### src/rtl/nf10_id_rom_arbiter.sv
// Round-robin arbiter sharing one ID ROM read port among C_NUM_REQ requesters.
// One transaction in flight: grant, ROM read, latency wait, held response.
module nf10_id_rom_arbiter #(
    parameter int C_NUM_REQ          = 4,
    parameter int C_S_AXI_DATA_WIDTH = 32,
    parameter int C_ROM_ADDR_WIDTH   = 4,
    parameter int C_ROM_DEPTH        = 13,
    parameter int C_ROM_LATENCY      = 2
) (
    input  logic                                  S_AXI_ACLK,
    input  logic                                  S_AXI_ARESETN,
    input  logic [C_NUM_REQ-1:0]                  req_valid,
    input  logic [C_NUM_REQ*C_ROM_ADDR_WIDTH-1:0] req_addr,
    output logic [C_NUM_REQ-1:0]                  req_ready,
    output logic [C_NUM_REQ-1:0]                  rsp_valid,
    input  logic [C_NUM_REQ-1:0]                  rsp_ready,
    output logic [C_S_AXI_DATA_WIDTH-1:0]         rsp_data,
    output logic                                  rsp_err,
    output logic                                  rom_en,
    output logic [C_ROM_ADDR_WIDTH-1:0]           rom_addr,
    input  logic [C_S_AXI_DATA_WIDTH-1:0]         rom_data,
    output logic                                  busy
);

    localparam int              GW      = $clog2(C_NUM_REQ);
    localparam int              AW      = C_ROM_ADDR_WIDTH;
    localparam logic [AW:0]     DEPTH_L = (AW+1)'(C_ROM_DEPTH);
    localparam logic [1:0]      LAT_L   = 2'(C_ROM_LATENCY);

    typedef enum logic [1:0] {
        IDLE = 2'd0,
        READ = 2'd1,
        WAIT = 2'd2,
        RESP = 2'd3
    } state_t;

    state_t        state;
    state_t        state_nxt;

    logic [GW-1:0] last_grant;
    logic [GW-1:0] gnt_p0;
    logic [AW-1:0] addr_p0;
    logic [1:0]    lat_cnt;

    logic          grant_any;
    logic [GW-1:0] grant_idx;
    logic [GW-1:0] scan_idx;
    logic [AW-1:0] grant_addr;
    logic          grant_in_range;
    logic          rsp_hs;

    // Round-robin search starting just after the previous winner.
    always_comb begin
        grant_any = 1'b0;
        grant_idx = '0;
        scan_idx  = '0;
        for (int k = 1; k <= C_NUM_REQ; k++) begin
            scan_idx = GW'((int'(last_grant) + k) % C_NUM_REQ);
            if (!grant_any && req_valid[scan_idx]) begin
                grant_any = 1'b1;
                grant_idx = scan_idx;
            end
        end
    end

    assign grant_addr     = req_addr[grant_idx*AW +: AW];
    assign grant_in_range = ({1'b0, grant_addr} < DEPTH_L);
    assign rsp_hs         = (state == RESP) && rsp_ready[gnt_p0];
    assign rom_addr       = addr_p0;

    always_ff @(posedge S_AXI_ACLK) begin
        if (!S_AXI_ARESETN) begin
            state <= IDLE;
        end else begin
            state <= state_nxt;
        end
    end

    // A grant is suppressed while reset is pending so it cannot be lost.
    always_comb begin
        state_nxt = state;
        req_ready = '0;
        rsp_valid = '0;
        rom_en    = 1'b0;
        busy      = 1'b1;
        case (state)
            IDLE: begin
                busy = 1'b0;
                if (grant_any && S_AXI_ARESETN) begin
                    req_ready[grant_idx] = 1'b1;
                    state_nxt            = grant_in_range ? READ : RESP;
                end
            end
            READ: begin
                rom_en    = 1'b1;
                state_nxt = WAIT;
            end
            WAIT: begin
                if (lat_cnt == LAT_L) begin
                    state_nxt = RESP;
                end
            end
            RESP: begin
                rsp_valid[gnt_p0] = 1'b1;
                if (rsp_ready[gnt_p0]) begin
                    state_nxt = IDLE;
                end
            end
            default: state_nxt = IDLE;
        endcase
    end

    // Capture stage (grant) and response stage (ROM data / error) registers.
    always_ff @(posedge S_AXI_ACLK) begin
        if (!S_AXI_ARESETN) begin
            last_grant <= GW'(C_NUM_REQ - 1);
            gnt_p0     <= '0;
            addr_p0    <= '0;
            lat_cnt    <= '0;
            rsp_data   <= '0;
            rsp_err    <= 1'b0;
        end else begin
            case (state)
                IDLE: begin
                    if (grant_any) begin
                        gnt_p0  <= grant_idx;
                        addr_p0 <= grant_addr;
                        lat_cnt <= '0;
                        rsp_err <= !grant_in_range;
                        if (!grant_in_range) begin
                            rsp_data <= '0;
                        end
                    end
                end
                READ: begin
                    lat_cnt <= 2'd1;
                end
                WAIT: begin
                    if (lat_cnt == LAT_L) begin
                        rsp_data <= rom_data;
                        lat_cnt  <= '0;
                    end else begin
                        lat_cnt <= lat_cnt + 2'd1;
                    end
                end
                RESP: begin
                    if (rsp_hs) begin
                        last_grant <= gnt_p0;
                    end
                end
                default: ;
            endcase
        end
    end

endmodule

### config.mk
export PLATFORM = sky130hd
export DESIGN_NAME = nf10_id_rom_arbiter
export DESIGN_NICKNAME = d
export VERILOG_FILES = /design/src/rtl/nf10_id_rom_arbiter.sv
export SDC_FILE = /design/constraint.sdc
export NUM_CORES = 1
export LEC_CHECK = 0
export BUFFER_PORTS_ARGS = -buffer_cell sky130_fd_sc_hd__buf_2
export CORE_AREA = 2 2 84 86
export DETAILED_ROUTE_END_ITERATION = 8
export DIE_AREA = 0 0 86 88
export PLACE_DENSITY_LB_ADDON = 0.1
export SYNTH_ARGS = -nofsm -noshare
export SYNTH_HDL_FRONTEND = slang
export SYNTH_SLANG_ARGS = --single-unit
### constraint.sdc
create_clock -name S_AXI_ACLK -period 2.55 [get_ports S_AXI_ACLK]
set_input_delay 0.1275 -clock S_AXI_ACLK [delete_from_list [all_inputs] [get_ports S_AXI_ACLK]]
set_output_delay 0.1275 -clock S_AXI_ACLK [all_outputs]
set_load 0.03 [all_outputs]
## After elaboration in Yosys (flattened, before gate mapping)

Cells that the tools add are included.
Widths: inputs -> output; s select.

| storage, ports and cells | value |
|---|---|
| register bits | 45 |
| bits of input ports | 58 |
| output and inout port bits | 47 |

| cells by class | value |
|---|---|
| $add $sub $neg | 5 |
| order comparisons | 9 |
| equality and inequality tests | 9 |
| shift-type cells | 1 |
| multiplexer cells | 39 |
| reduce and logical (&&, ||, !) cells | 19 |

Operators with widths:

| kind | count |
|---|---|
| $mux 32 | 3 |
| $pmux 32 s2 | 1 |
| $mux 2 | 10 |
| $lt 2x3->1 const B | 6 |
| $shiftx 16x5->4 | 1 |
| $mux 1 | 13 |
| $mux 4 | 3 |
| $bmux 1 s2 | 5 |
| $ne 2x2->1 const B | 4 |
| $pmux 2 s4 | 1 |
| $logic_and 1x1->1 | 7 |
| $add 2x1->2 const B | 3 |
| $eq 2x2->1 const B | 3 |
| $pmux 2 s3 | 1 |
| $reduce_and 2->1 | 3 |
| $add 2x2->2 const B | 2 |
| $demux 1 s2 | 2 |
| $ge 2x1->1 const B | 2 |
| $logic_not 1->1 | 4 |
| $lt 4x4->1 const B | 1 |
| $reduce_and 4->1 | 1 |
| $reduce_and 3->1 | 1 |
| $reduce_bool 3->1 | 1 |
| $eq 2x1->1 const B | 1 |
| 3 further kinds | 3 |

## Logic depth before layout (Yosys ltp)

Gate-level depths: netlist (run 1).

| depth | value |
|---|---|
| word-level depth | 19 |
| gate-level depth with buffers | 11 |
| mapped depth without buffers | 8 |

## Worst setup path after synthesis (run 1)

No wires, ideal clock.

| timing | value |
|---|---|
| kind | register to register |
| start point | register last_grant[1] |
| end point | register rsp_data[0] |
| library setup time | 128 ps |
| data arrival time | 1990 ps |
| required time | 2422 ps |
| setup slack | 432 ps |
| cell stages (with the launch flop) | 12 |
| path buffers | 4 |
| period minus slack after synthesis | 2118 ps |
| path through | dfxtp_1 -> buf_4 -> nand2_1 -> a31oi_2 -> and2_4 -> buf_6 -> nand2_1 -> a32oi_2 -> and3_1 -> buf_6 -> buf_6 -> o211ai_2 |

| on the way | value |
|---|---|
| cells in the longest elaborated chain, start to end | 17 |

Ends and longest elaborated chain:

| what | line | RTL |
|---|---|---|
| start, declared | 40 | `logic [GW-1:0] last_grant;` |
| start signal, assigned | 116 | `last_grant <= GW'(C_NUM_REQ - 1);` |
| start signal, assigned | 148 | `last_grant <= gnt_p0;` |
| $add 2x1->2 | 58 | `scan_idx = GW'((int'(last_grant) + k) % C_NUM_REQ);` |
| $bmux 1 s2 | 59 | `if (!grant_any && req_valid[scan_idx]) begin` |
| $mux 1 (implied by the code) | 59 |  |
| $mux 1 | 59 |  |
| $logic_not 1->1 | 59 |  |
| $logic_and 1x1->1 | 59 |  |
| $mux 1 | 59 |  |
| $logic_not 1->1 | 59 |  |
| $logic_and 1x1->1 | 59 |  |
| $mux 1 | 59 |  |
| $logic_not 1->1 | 59 |  |
| $logic_and 1x1->1 | 59 |  |
| $mux 2 | 59 |  |
| $shiftx 16x5->4 | 66 | `assign grant_addr = req_addr[grant_idx*AW +: AW];` |
| $lt 4x4->1 | 67 | `assign grant_in_range = ({1'b0, grant_addr} < DEPTH_L);` |
| $ne 2x2->1 (no source line) | -- |  |
| $reduce_and 4->1 (no source line) (*) | -- |  |
| end signal, assigned | 140 | `rsp_data <= rom_data;` |
| end, declared | 17 | `output logic [C_S_AXI_DATA_WIDTH-1:0] rsp_data,` |

Mark *: on every way between the ends. The rest lies on a longest branch, timed or not. The select of a mux whose other input is x is not followed.
A chain may end at the register's enable or synchronous reset.

## Worst setup path after layout (run 1)

| timing | value |
|---|---|
| start point | register last_grant[1] |
| end point | register rsp_data[10] |

Same word-level chain as after synthesis.

==> impl_metrics.py, run 1 <==
metrics = {
    "global_route": {
        "grt_pass1_wl_mm": 15.0,
        "antenna_found_initial": 0,
        "grt_pass1_vias": 3227,
        "grt_usage_pct": 24.0,
        "grt_remaining_overflow": 0,
        "grt_start_max_net_pins": 72,
    },
    "yosys": {
        "syn_avg_cell_area_sq_um": 7.25,
        "yosysSeqAreaShare_pct": 26.7,
        "yosysTopAreaCellShare_pct": 26.7,
        "muxShareOfSynthArea_pct": 1.56,
        "syn_nets": 527,
        "synthAdderAreaFrac_pct": 1.48,
        "synth_area_leaders": "dfxtp_1 27%, o211ai_2 11%, nand3_1 9.6%",
        "synth_top_flop_cell": "dfxtp_1",
        "ys_types": 39,
        "mappedNetlistArea_sq_um": 3370,
        "synth-seq-cells": 45,
        "synth_compound_area_share_pct": 27.1,
        "synthArstFlopShare_pct": 0,
        "synth-xor-area-share_pct": 0,
        "synthSimpleGateAreaFrac_pct": 35.4,
        "synth_top_family_by_area": "simple AND/OR/NAND/NOR gates",
        "syn_inst": 465,
        "synth-edff-count": 0,
        "yosysTopAreaCell": "dfxtp_1",
        "yosysWarnings": 0,
    },
    "die": {
        "die_w_um": 86,
        "num_rows": 30,
        "chipHeight_um": 88,
        "die-area_sq_um": 7570,
        "floorplan.initialDensity_pct": 50.8,
        "pin_count": 105,
        "core_sq_um": 6640,
    },
    "critical_path": {
        "regToRegSetupSlack_ps": 240,
        "crit_start": "last_grant[1]$_SDFFE_PN1P_",
        "cp_max_fo": 10,
        "cp.arrival_ps": 2530,
        "endpoint_kind": "flop",
        "critical_path_class": "flop to flop",
        "cp-start-kind": "flop",
        "r2r_start": "last_grant[1]$_SDFFE_PN1P_",
        "ff2ff_path_depth": 8,
        "cp_data_required_time_ps": 2770,
    },
    "timing": {
        "setup_viol": 0,
        "worstMarginPinSlew_ps": 685,
        "rsz0062_at_grt": "no",
        "finalHoldViolCount": 0,
        "layout_worst_path_cycle_share_pct": 90.6,
        "fin_crit_ps": 2310,
        "worst_slew_margin_rel_pct": 54.3,
        "fin_skew_ps": 3.55,
        "fin_setup_tns_ps": 0,
        "clock.fmax_ghz": 0.433,
        "slew_viol_final": 0,
    },
    "placement": {
        "io_buffers": 104,
        "post_dp_cell_area_sq_um": 3930,
        "dp_hpwl_mm": 6.01,
        "gp_congestion": 0.843,
        "place_inst": 616,
    },
    "finish": {
        "fin_util_pct": 60.5,
        "fin_cells": 623,
        "num_antenna_cells": 0,
        "drive_gt1_share_pct": 32.2,
        "fin_nets": 605,
        "area_growth_pct": 19.2,
        "final_cell_area_sq_um": 4020,
    },
    "power_and_ir_drop": {
        "p_leak_nw": 1.74,
        "peakVddDrop_v": 0.000508,
        "p_per_area_nw_per_um2": 800,
        "power_mw": 3.22,
    },
    "clock_network": {
        "clk_latency_ps": 290,
        "cts_tree": "yes",
        "postCtsSetupRepairBufs": 0,
        "cts_max_level": 2,
        "cts_buffers": 5,
        "path_clk_slew_ps": 80,
        "clock_path_buffers": 2,
        "cts.sinks": 45,
        "clockRootBuffer": "clkbuf_8",
    },
    "hold_path": {
        "min_path_cells": 5,
        "min_path_type": "input pin to flop",
        "hp-start": "rom_data[2]",
    },
    "route": {
        "drt-total-wl_mm": 9.10,
        "num_vias": 3691,
        "drt_iter0_markers": 217,
        "antenna_left": 0,
        "vias_per_cell": 5.92,
        "first_pass_iters": 5,
        "drc": 0,
        "wire_per_inst_um": 14.6,
    },
    "run": {
        "maxCapViolCount": 0,
    },
    "status": {
        "status": "finished clean",
    },
}
-- repair_timing --
item,CTS,global route
hold buffers,0,0
resized for setup,0,1
setup endpoints to repair,0,26
-- Yosys cell counts, types with 2 or more instances --
| library cell | n |
|---|---|
| a211oi_2 | 3 |
| a21boi_0 | 10 |
| a21oi_1 | 8 |
| a31oi_1 | 33 |
| a32oi_2 | 2 |
| and3_1 | 2 |
| buf_1 | 2 |
| buf_6 | 5 |
| clkbuf_1 | 43 |
| dfxtp_1 | 45 |
| ha_1 | 4 |
| inv_1 | 7 |
| mux2i_1 | 3 |
| nand2_1 | 64 |
| nand2b_1 | 2 |
| nand3_1 | 65 |
| nand4_1 | 35 |
| nor2_1 | 35 |
| nor2b_1 | 4 |
| nor3_1 | 38 |
| o211ai_1 | 3 |
| o211ai_2 | 30 |
| o21ai_0 | 6 |
-- critical path: stages, from the launching register on --
cell and delay, ps:
dfxtp_1 470, mux2i_1 230, o22ai_1 120, o21bai_2 300, a211oi_2 300, o22ai_4 110
and3_2 330, buf_4 210, o211ai_1 160
-- logic make-up (layout without fill, tap and decap cells) --
| kind of cell | count (synthesis) | after routing |
|---|---|---|
| AO/OA/AOI/OAI | 104 | 104 |
| AND/OR/NAND/NOR | 250 | 250 |
| adder cells (fa/ha/maj) | 4 | 4 |
| multiplexers | 4 | 4 |
| flip-flops | 45 | 45 |
| buffers and inverters | 58 | 136 |
-- metrics by stage --
step,worst slack [ps],hold WS [ps]
2_1_floorplan,432,359
3_3_place_gp,209,450
3_5_place_dp,159,465
4_1_cts,121,229
5_1_grt,82.5,267
6_report,239,235
-- where the power goes --
| part | internal (mW) | switching (mW) |
|---|---|---|
| logic | 0.527 | 1.31 |
| registers | 0.825 | 0.107 |
| clock network | 0.215 | 0.231 |
| total | 1.57 | 1.65 |
-- sequential cells by signal, indices dropped and copies added, names as in the netlist --
| name | count |
|---|---|
| rsp_data | 32 |
| rom_addr | 4 |
| gnt_p0 | 2 |
| last_grant | 2 |
| lat_cnt | 2 |
| state | 2 |
| rsp_err | 1 |
-- worst paths after layout --
path                          endpoint
max reg2reg  rsp_data[10]$_SDFFE_PN0P_
min reg2reg   rom_addr[3]$_SDFFE_PN0P_
min           rsp_data[2]$_SDFFE_PN0P_
max          rsp_data[10]$_SDFFE_PN0P_
-- placed cells by master, fill, tap and decap left out, types with 6 or more instances in the layout --
cell type    n
buf_2      103
clkbuf_8     6
a21boi_0    10
a21oi_1      8
dfxtp_1     45
nand4_1     35
nor3_1      38
o211ai_2    30
buf_4       18
nor2_1      35
inv_1        7
a31oi_1     33
nand3_1     65
nand2_1     63
o21ai_0      6
-- layer usage --
layer	vias up	share of wire, %	track usage (%)
li1	1876	-	-
met1	1709	47	32.8
met2	99	48	39.7
met3	7	4.8	3.02
met4	0	1.0	6.93
met5	-	0	0
-- area by class of cell --
| cell class | instances | area [sq um] |
|---|---|---|
| fillers | 640 | 2620 |
| multi-input cells | 362 | 2240 |
| flip-flops and latches | 45 | 901 |
| repair buffers | 122 | 671 |
| well taps | 80 | 100 |
| clock buffers | 7 | 86.3 |
| inverters | 7 | 26.3 |
Power figures use the tool's default switching activity.
==> run 2, diff against run 1 <==
--- a/config.mk
+++ b/config.mk
@@ -6,9 +6,11 @@
 export NUM_CORES = 1
 export LEC_CHECK = 0
 export BUFFER_PORTS_ARGS = -buffer_cell sky130_fd_sc_hd__buf_2
-export CORE_AREA = 2 2 84 86
+export CELL_PAD_IN_SITES_DETAIL_PLACEMENT = 0
+export CELL_PAD_IN_SITES_GLOBAL_PLACEMENT = 2
+export CORE_AREA = 2 2 113 115
 export DETAILED_ROUTE_END_ITERATION = 8
-export DIE_AREA = 0 0 86 88
+export DIE_AREA = 0 0 115 117
 export PLACE_DENSITY_LB_ADDON = 0.1
 export SYNTH_ARGS = -nofsm -noshare
 export SYNTH_HDL_FRONTEND = slang
==> run 2 against run 1 <==
  * Via count increased by 0.14%
  * Clock skew increased by 2.8 ps
  * Fmax decreased by 0.50%
  * Clock power increased by 75%
  * Largest cell class unchanged
  * Critical path depth increased by 1
  * Global-route usage decreased by 7.2 points
  * Critical path type unchanged
==> impl_metrics.py, run 2 (synthesized netlist as in run 1, its figures left out) <==
metrics = {
    "placement": {
        "dp_worst_setup_slack_ps": 200,
        "place_inst": 682,
        "io_buffers": 104,
        "gp_congestion": 0.792,
        "dp_hpwl_mm": 7.11,
    },
    "global_route": {
        "grt_start_max_net_pins": 76,
        "grt_util_met3_pct": 3.04,
        "met1_usage_pct": 22.1,
        "grt_pass1_wl_mm": 18.3,
        "antenna_found_initial": 0,
        "gr-usage-met2_pct": 29.0,
        "grt_usage_pct": 16.7,
        "grt_remaining_overflow": 0,
        "gr-max-usage-layer": "met2",
        "grt_pass1_vias": 3576,
    },
    "timing": {
        "fin_skew_ps": 6.36,
        "rsz0062_at_grt": "no",
        "setup_ws_ps": 228,
        "clock.fmax_ghz": 0.431,
        "slew_viol_final": 0,
        "fin_crit_ps": 2320,
        "worstMarginPinSlew_ps": 505,
        "setup_viol": 0,
        "finalHoldViolCount": 0,
        "fin_setup_tns_ps": 0,
        "worst_slew_margin_rel_pct": 66.3,
        "layout_worst_path_cycle_share_pct": 91.1,
    },
    "critical_path": {
        "r2r_start": "last_grant[1]$_SDFFE_PN1P_",
        "critical_path_class": "flop to flop",
        "cp_max_fo": 32,
        "regToRegSetupSlack_ps": 230,
        "cp.arrival_ps": 2480,
        "cp_data_required_time_ps": 2710,
        "regToRegEndpoint": "rsp_data[31]$_SDFFE_PN0P_",
        "endpoint_kind": "flop",
        "ff2ff_path_depth": 9,
        "cp-start-kind": "flop",
    },
    "finish": {
        "fin_nets": 601,
        "largest_register_ffs": 32,
        "nFillCells": 1355,
        "top_register": "rsp_data",
        "layout_commonest_cell": "buf_2",
        "area_growth_pct": 24.9,
        "num_antenna_cells": 0,
        "fin_cells": 690,
        "drive_gt1_share_pct": 31.9,
        "layout_common_cells": "103 x buf_2, 65 x nand3_1, 63 x nand2_1, 45 x dfxtp_1, 38 x nor3_1",
    },
    "clock_network": {
        "postCtsSetupRepairBufs": 0,
        "clk_latency_ps": 290,
        "cts_max_level": 2,
        "cts.sinks": 45,
        "path_clk_slew_ps": 70,
        "clock_path_buffers": 2,
        "clockRootBuffer": "clkbuf_16",
        "cts_tree": "yes",
        "cts_buffers": 5,
    },
    "die": {
        "chipHeight_um": 117,
        "die-area_sq_um": 13500,
        "die_w_um": 115,
        "pin_count": 105,
        "floorplan.initialDensity_pct": 27.4,
        "num_rows": 41,
        "core_sq_um": 12300,
    },
    "run": {
        "maxCapViolCount": 0,
    },
    "power_and_ir_drop": {
        "internal_power_mw": 1.84,
        "switchingPower_mw": 1.78,
        "p_leak_nw": 1.77,
        "peakVddDrop_v": 0.000391,
        "power.share.clock_pct": 21.6,
        "p_per_area_nw_per_um2": 859,
        "power_mw": 3.62,
        "power_frac_comb_pct": 52.6,
        "p_sw_share_pct": 49.2,
        "p_seq_share_pct": 25.8,
    },
    "hold_path": {
        "hold_end": "last_grant[0]$_SDFFE_PN1P_",
        "min_path_cells": 2,
        "min_path_type": "input pin to flop",
        "hp-start": "S_AXI_ARESETN",
    },
    "route": {
        "drt-total-wl_mm": 11.1,
        "drc": 0,
        "num_vias": 3696,
        "drt_iter0_markers": 266,
        "vias_per_cell": 5.36,
        "first_pass_iters": 4,
        "wire_per_inst_um": 16.1,
        "antenna_left": 0,
    },
    "status": {
        "status": "finished clean",
    },
}
[run 2: cell types whose count changed in the layout (fill, tap and decap cells not counted), moves of 2 or more]
cell,delta
clkbuf_8,-5
buf_4,-7
a32oi_2,-2
clkbuf_16,+5
a32oi_4,+2
buf_12,+2
[run 2: routing by layer]
metal | part of all wire, % | vias to the layer above
li1 | - | 1870
met1 | 47 | 1754
met2 | 49 | 67
met3 | 4.0 | 5
met4 | 0.48 | 0
met5 | 0 | -
[run 2: area by class of cell]
| type | count | area [sq um] | share of cell area [%] |
|---|---|---|---|
| sequential | 45 | 901 | 21.4 |
| timing repair buffer | 118 | 669 | 15.9 |
| clock buffer | 7 | 143 | 3.39 |
| multi-input combinational | 362 | 2260 | 53.5 |
| tap | 150 | 188 | 4.46 |
| clock inverter | 1 | 30.0 | 0.713 |
| inverter | 7 | 26.3 | 0.624 |
[run 2: power groups by stage]
| stage | registers (mW) | logic [mW] | clock network [mW] |
|---|---|---|---|
| 4_1_cts | 0.936 | 1.92 | 0.803 |
| 3_5_place_dp | 0.951 | 1.92 | 0 |
| 6_report | 0.934 | 1.90 | 0.782 |
| 2_1_floorplan | 1.10 | 1.15 | 0 |
| 3_3_place_gp | 0.946 | 1.92 | 0 |
| 5_1_grt | 0.955 | 2.10 | 0.835 |
[run 2: critical path, cell delays in order, from the launching register on]
cell      delay, ps
dfxtp_1         470
nand2_1         100
a31oi_2         310
and2_4          280
a211oi_1         90
buf_4           150
o22ai_4         170
and3_2          230
buf_12          240
o211ai_1        130
[run 2: worst max path at each step]
stage	start	endpoint	slack [ps]	cells after the start
after floorplan	last_grant[1]$_SDFFE_PN1P_	rsp_data[0]$_SDFFE_PN0P_	430	11
after global placement	last_grant[1]$_SDFFE_PN1P_	rsp_data[5]$_SDFFE_PN0P_	270	9
after detailed placement	last_grant[1]$_SDFFE_PN1P_	state[1]$_SDFFE_PN0P_	200	9
after CTS	last_grant[1]$_SDFFE_PN1P_	state[1]$_SDFFE_PN0P_	180	9
after global routing	last_grant[1]$_SDFFE_PN1P_	state[1]$_SDFFE_PN0P_	20	8
final	last_grant[1]$_SDFFE_PN1P_	rsp_data[31]$_SDFFE_PN0P_	230	9
[run 2: metrics by stage]
step	utilization (%)	hold WS, ps	instance area, sq um
6_report	34.2	205	4210
5_1_grt	34.2	230	4210
4_1_cts	34.2	199	4210
3_5_place_dp	32.8	464	4040
3_3_place_gp	32.8	450	4040
2_1_floorplan	-	359	3370
[run 2: repair_timing]
action | in CTS | in global routing
setup endpoints to repair | 0 | 2
endpoints found under the hold margin | 0 | 0
hold buffers | 0 | 0
gates resized for setup | 0 | 1
==> run 3, diff against run 2 <==
--- a/config.mk
+++ b/config.mk
@@ -8,9 +8,9 @@
 export BUFFER_PORTS_ARGS = -buffer_cell sky130_fd_sc_hd__buf_2
 export CELL_PAD_IN_SITES_DETAIL_PLACEMENT = 0
 export CELL_PAD_IN_SITES_GLOBAL_PLACEMENT = 2
-export CORE_AREA = 2 2 113 115
+export CORE_AREA = 2 2 135 97
 export DETAILED_ROUTE_END_ITERATION = 8
-export DIE_AREA = 0 0 115 117
+export DIE_AREA = 0 0 137 99
 export PLACE_DENSITY_LB_ADDON = 0.1
 export SYNTH_ARGS = -nofsm -noshare
 export SYNTH_HDL_FRONTEND = slang
==> run 3 against run 2 <==
  * First-iteration DRC count is 11% lower
  * Sequential share of layout area is 0.25 points lower
  * Final cell count is 2.2% higher
  * Non-clock buffer count is 3 higher
  * Clock power is 3% higher
  * Total power is 2.0% higher
  * Sequential power hardly changed
  * Critical endpoint is now rsp_data[10]$_SDFFE_PN0P_
  * Final area is 1.2% higher
  * Critical path type unchanged
==> impl_metrics.py, run 3 (synthesized netlist as in run 1, its figures left out) <==
metrics = {
    "clock_network": {
        "cts_max_level": 2,
        "cts_buffers": 5,
        "postCtsSetupRepairBufs": 0,
        "path_clk_slew_ps": 70,
        "cts.sinks": 45,
        "clk_latency_ps": 300,
        "clockRootBuffer": "clkbuf_16",
        "cts_hold_repair.buffers": 0,
        "clock_path_buffers": 2,
        "cts.repair.resized": 0,
        "cts_tree": "yes",
    },
    "finish": {
        "fin_nets": 604,
        "fin_cells": 705,
        "layout_common_cells": "103 x buf_2, 65 x nand3_1, 63 x nand2_1, 45 x dfxtp_1, 38 x nor3_1",
        "layout_commonest_cell": "buf_2",
        "top_register": "rsp_data",
        "nFillCells": 1296,
        "num_antenna_cells": 0,
        "drive_gt1_share_pct": 32.4,
        "area_growth_pct": 26.4,
        "largest_register_ffs": 32,
    },
    "critical_path": {
        "endpoint_kind": "flop",
        "ff2ff_path_depth": 8,
        "crit_end": "rsp_data[10]$_SDFFE_PN0P_",
        "cp.arrival_ps": 2510,
        "critical_path_class": "flop to flop",
        "regToRegSetupSlack_ps": 220,
        "cp_data_required_time_ps": 2730,
        "regToRegEndpoint": "rsp_data[10]$_SDFFE_PN0P_",
        "crit_start": "last_grant[1]$_SDFFE_PN1P_",
        "cp_max_fo": 32,
        "cp-start-kind": "flop",
        "r2r_start": "last_grant[1]$_SDFFE_PN1P_",
    },
    "power_and_ir_drop": {
        "internal_power_mw": 1.86,
        "switchingPower_mw": 1.83,
        "p_sw_share_pct": 49.6,
        "peakVddDrop_v": 0.000382,
        "power.share.clock_pct": 21.7,
        "power_frac_comb_pct": 53.0,
        "power_mw": 3.69,
        "p_seq_share_pct": 25.3,
        "p_leak_nw": 1.79,
        "p_per_area_nw_per_um2": 866,
    },
    "timing": {
        "fin_skew_ps": 8.39,
        "worstMarginPinSlew_ps": 537,
        "clock.fmax_ghz": 0.429,
        "fin_setup_tns_ps": 0,
        "fin_crit_ps": 2330,
        "rsz0062_at_grt": "no",
        "finalHoldViolCount": 0,
        "setup_viol": 0,
        "worst_slew_margin_rel_pct": 64.2,
        "layout_worst_path_cycle_share_pct": 91.5,
        "slew_viol_final": 0,
    },
    "placement": {
        "io_buffers": 104,
        "dp_hpwl_mm": 7.51,
        "gp_congestion": 0.725,
        "place_inst": 697,
    },
    "route": {
        "antenna_left": 0,
        "drc": 0,
        "vias_per_cell": 5.32,
        "first_pass_iters": 4,
        "drt-total-wl_mm": 11.8,
        "num_vias": 3749,
        "wire_per_inst_um": 16.7,
        "drt_iter0_markers": 237,
    },
    "global_route": {
        "grt_usage_pct": 17.3,
        "grt_remaining_overflow": 0,
        "grt_pass1_wl_mm": 18.7,
        "antenna_found_initial": 0,
        "grt_start_max_net_pins": 111,
        "grt_pass1_vias": 3504,
    },
    "die": {
        "core_sq_um": 12300,
        "pin_count": 105,
        "chipHeight_um": 99,
        "die_w_um": 137,
        "die-area_sq_um": 13600,
        "floorplan.initialDensity_pct": 27.5,
        "num_rows": 34,
    },
    "status": {
        "status": "finished clean",
    },
    "hold_path": {
        "hp-start": "rom_data[4]",
        "min_path_type": "input pin to flop",
    },
    "run": {
        "maxCapViolCount": 0,
    },
}
## run 3: cell types whose count changed in the layout (fill, tap and decap cells not counted)
cell / change
buf_6: -1
buf_12: +1
clkinvlp_4: +1
buf_4: +3
clkbuf_1: -1
## run 3: metal layers
layer	global-route usage [%]	wire length (um)	up-vias
met5	0	0	-
met4	3.89	119	0
met3	3.60	564	9
met2	27.1	5130	73
met1	24.5	5990	1794
li1	-	-	1873
## run 3: critical path, cell delays in order (launching register included)
cell,delay (ps)
dfxtp_1,450
nand2b_1,140
a21boi_1,90
o21bai_2,450
a21oi_1,140
a32oi_4,280
and3_2,250
buf_12,260
o211ai_1,130
## run 3: how the worst min path moves through the flow
stage	endpoint	slack [ps]	cells past startpoint
2_1_floorplan	gnt_p0[0]$_SDFFE_PN0P_	360	3
3_3_place_gp	rsp_err$_SDFFE_PN0P_	450	2
3_5_place_dp	rom_addr[3]$_SDFFE_PN0P_	460	2
4_1_cts	rsp_data[25]$_SDFFE_PN0P_	230	5
5_1_grt	rsp_data[5]$_SDFFE_PN0P_	260	5
6_report	rsp_data[4]$_SDFFE_PN0P_	240	5
## run 3: cell type report
class	count	area (sq um)	share of cell area [%]
Inverter	7	26.3	0.616
Sequential cell	45	901	21.1
Clock buffer	6	139	3.26
Tap cell	162	203	4.75
Timing Repair Buffer	121	701	16.4
Multi-Input combinational cell	362	2260	52.9
Clock inverter	2	37.5	0.881
## run 3: metrics by stage
stage	area, sq um	setup WS, ps	util (%)	hold slack (ps)
floorplan	3370	432	-	359
global placement	4090	216	33.4	451
detailed placement	4090	209	33.4	457
CTS	4260	223	34.8	233
global route	4260	22.8	34.8	260
finish	4260	218	34.8	244
## run 3: power by group through the flow
stage	clock, mW	sequential, mW	combinational, mW
final	0.802	0.935	1.95
after detailed placement	0	0.948	1.98
after floorplan	0	1.10	1.15
after global routing	0.849	0.953	2.14
after global placement	0	0.945	1.97
after CTS	0.826	0.934	1.98
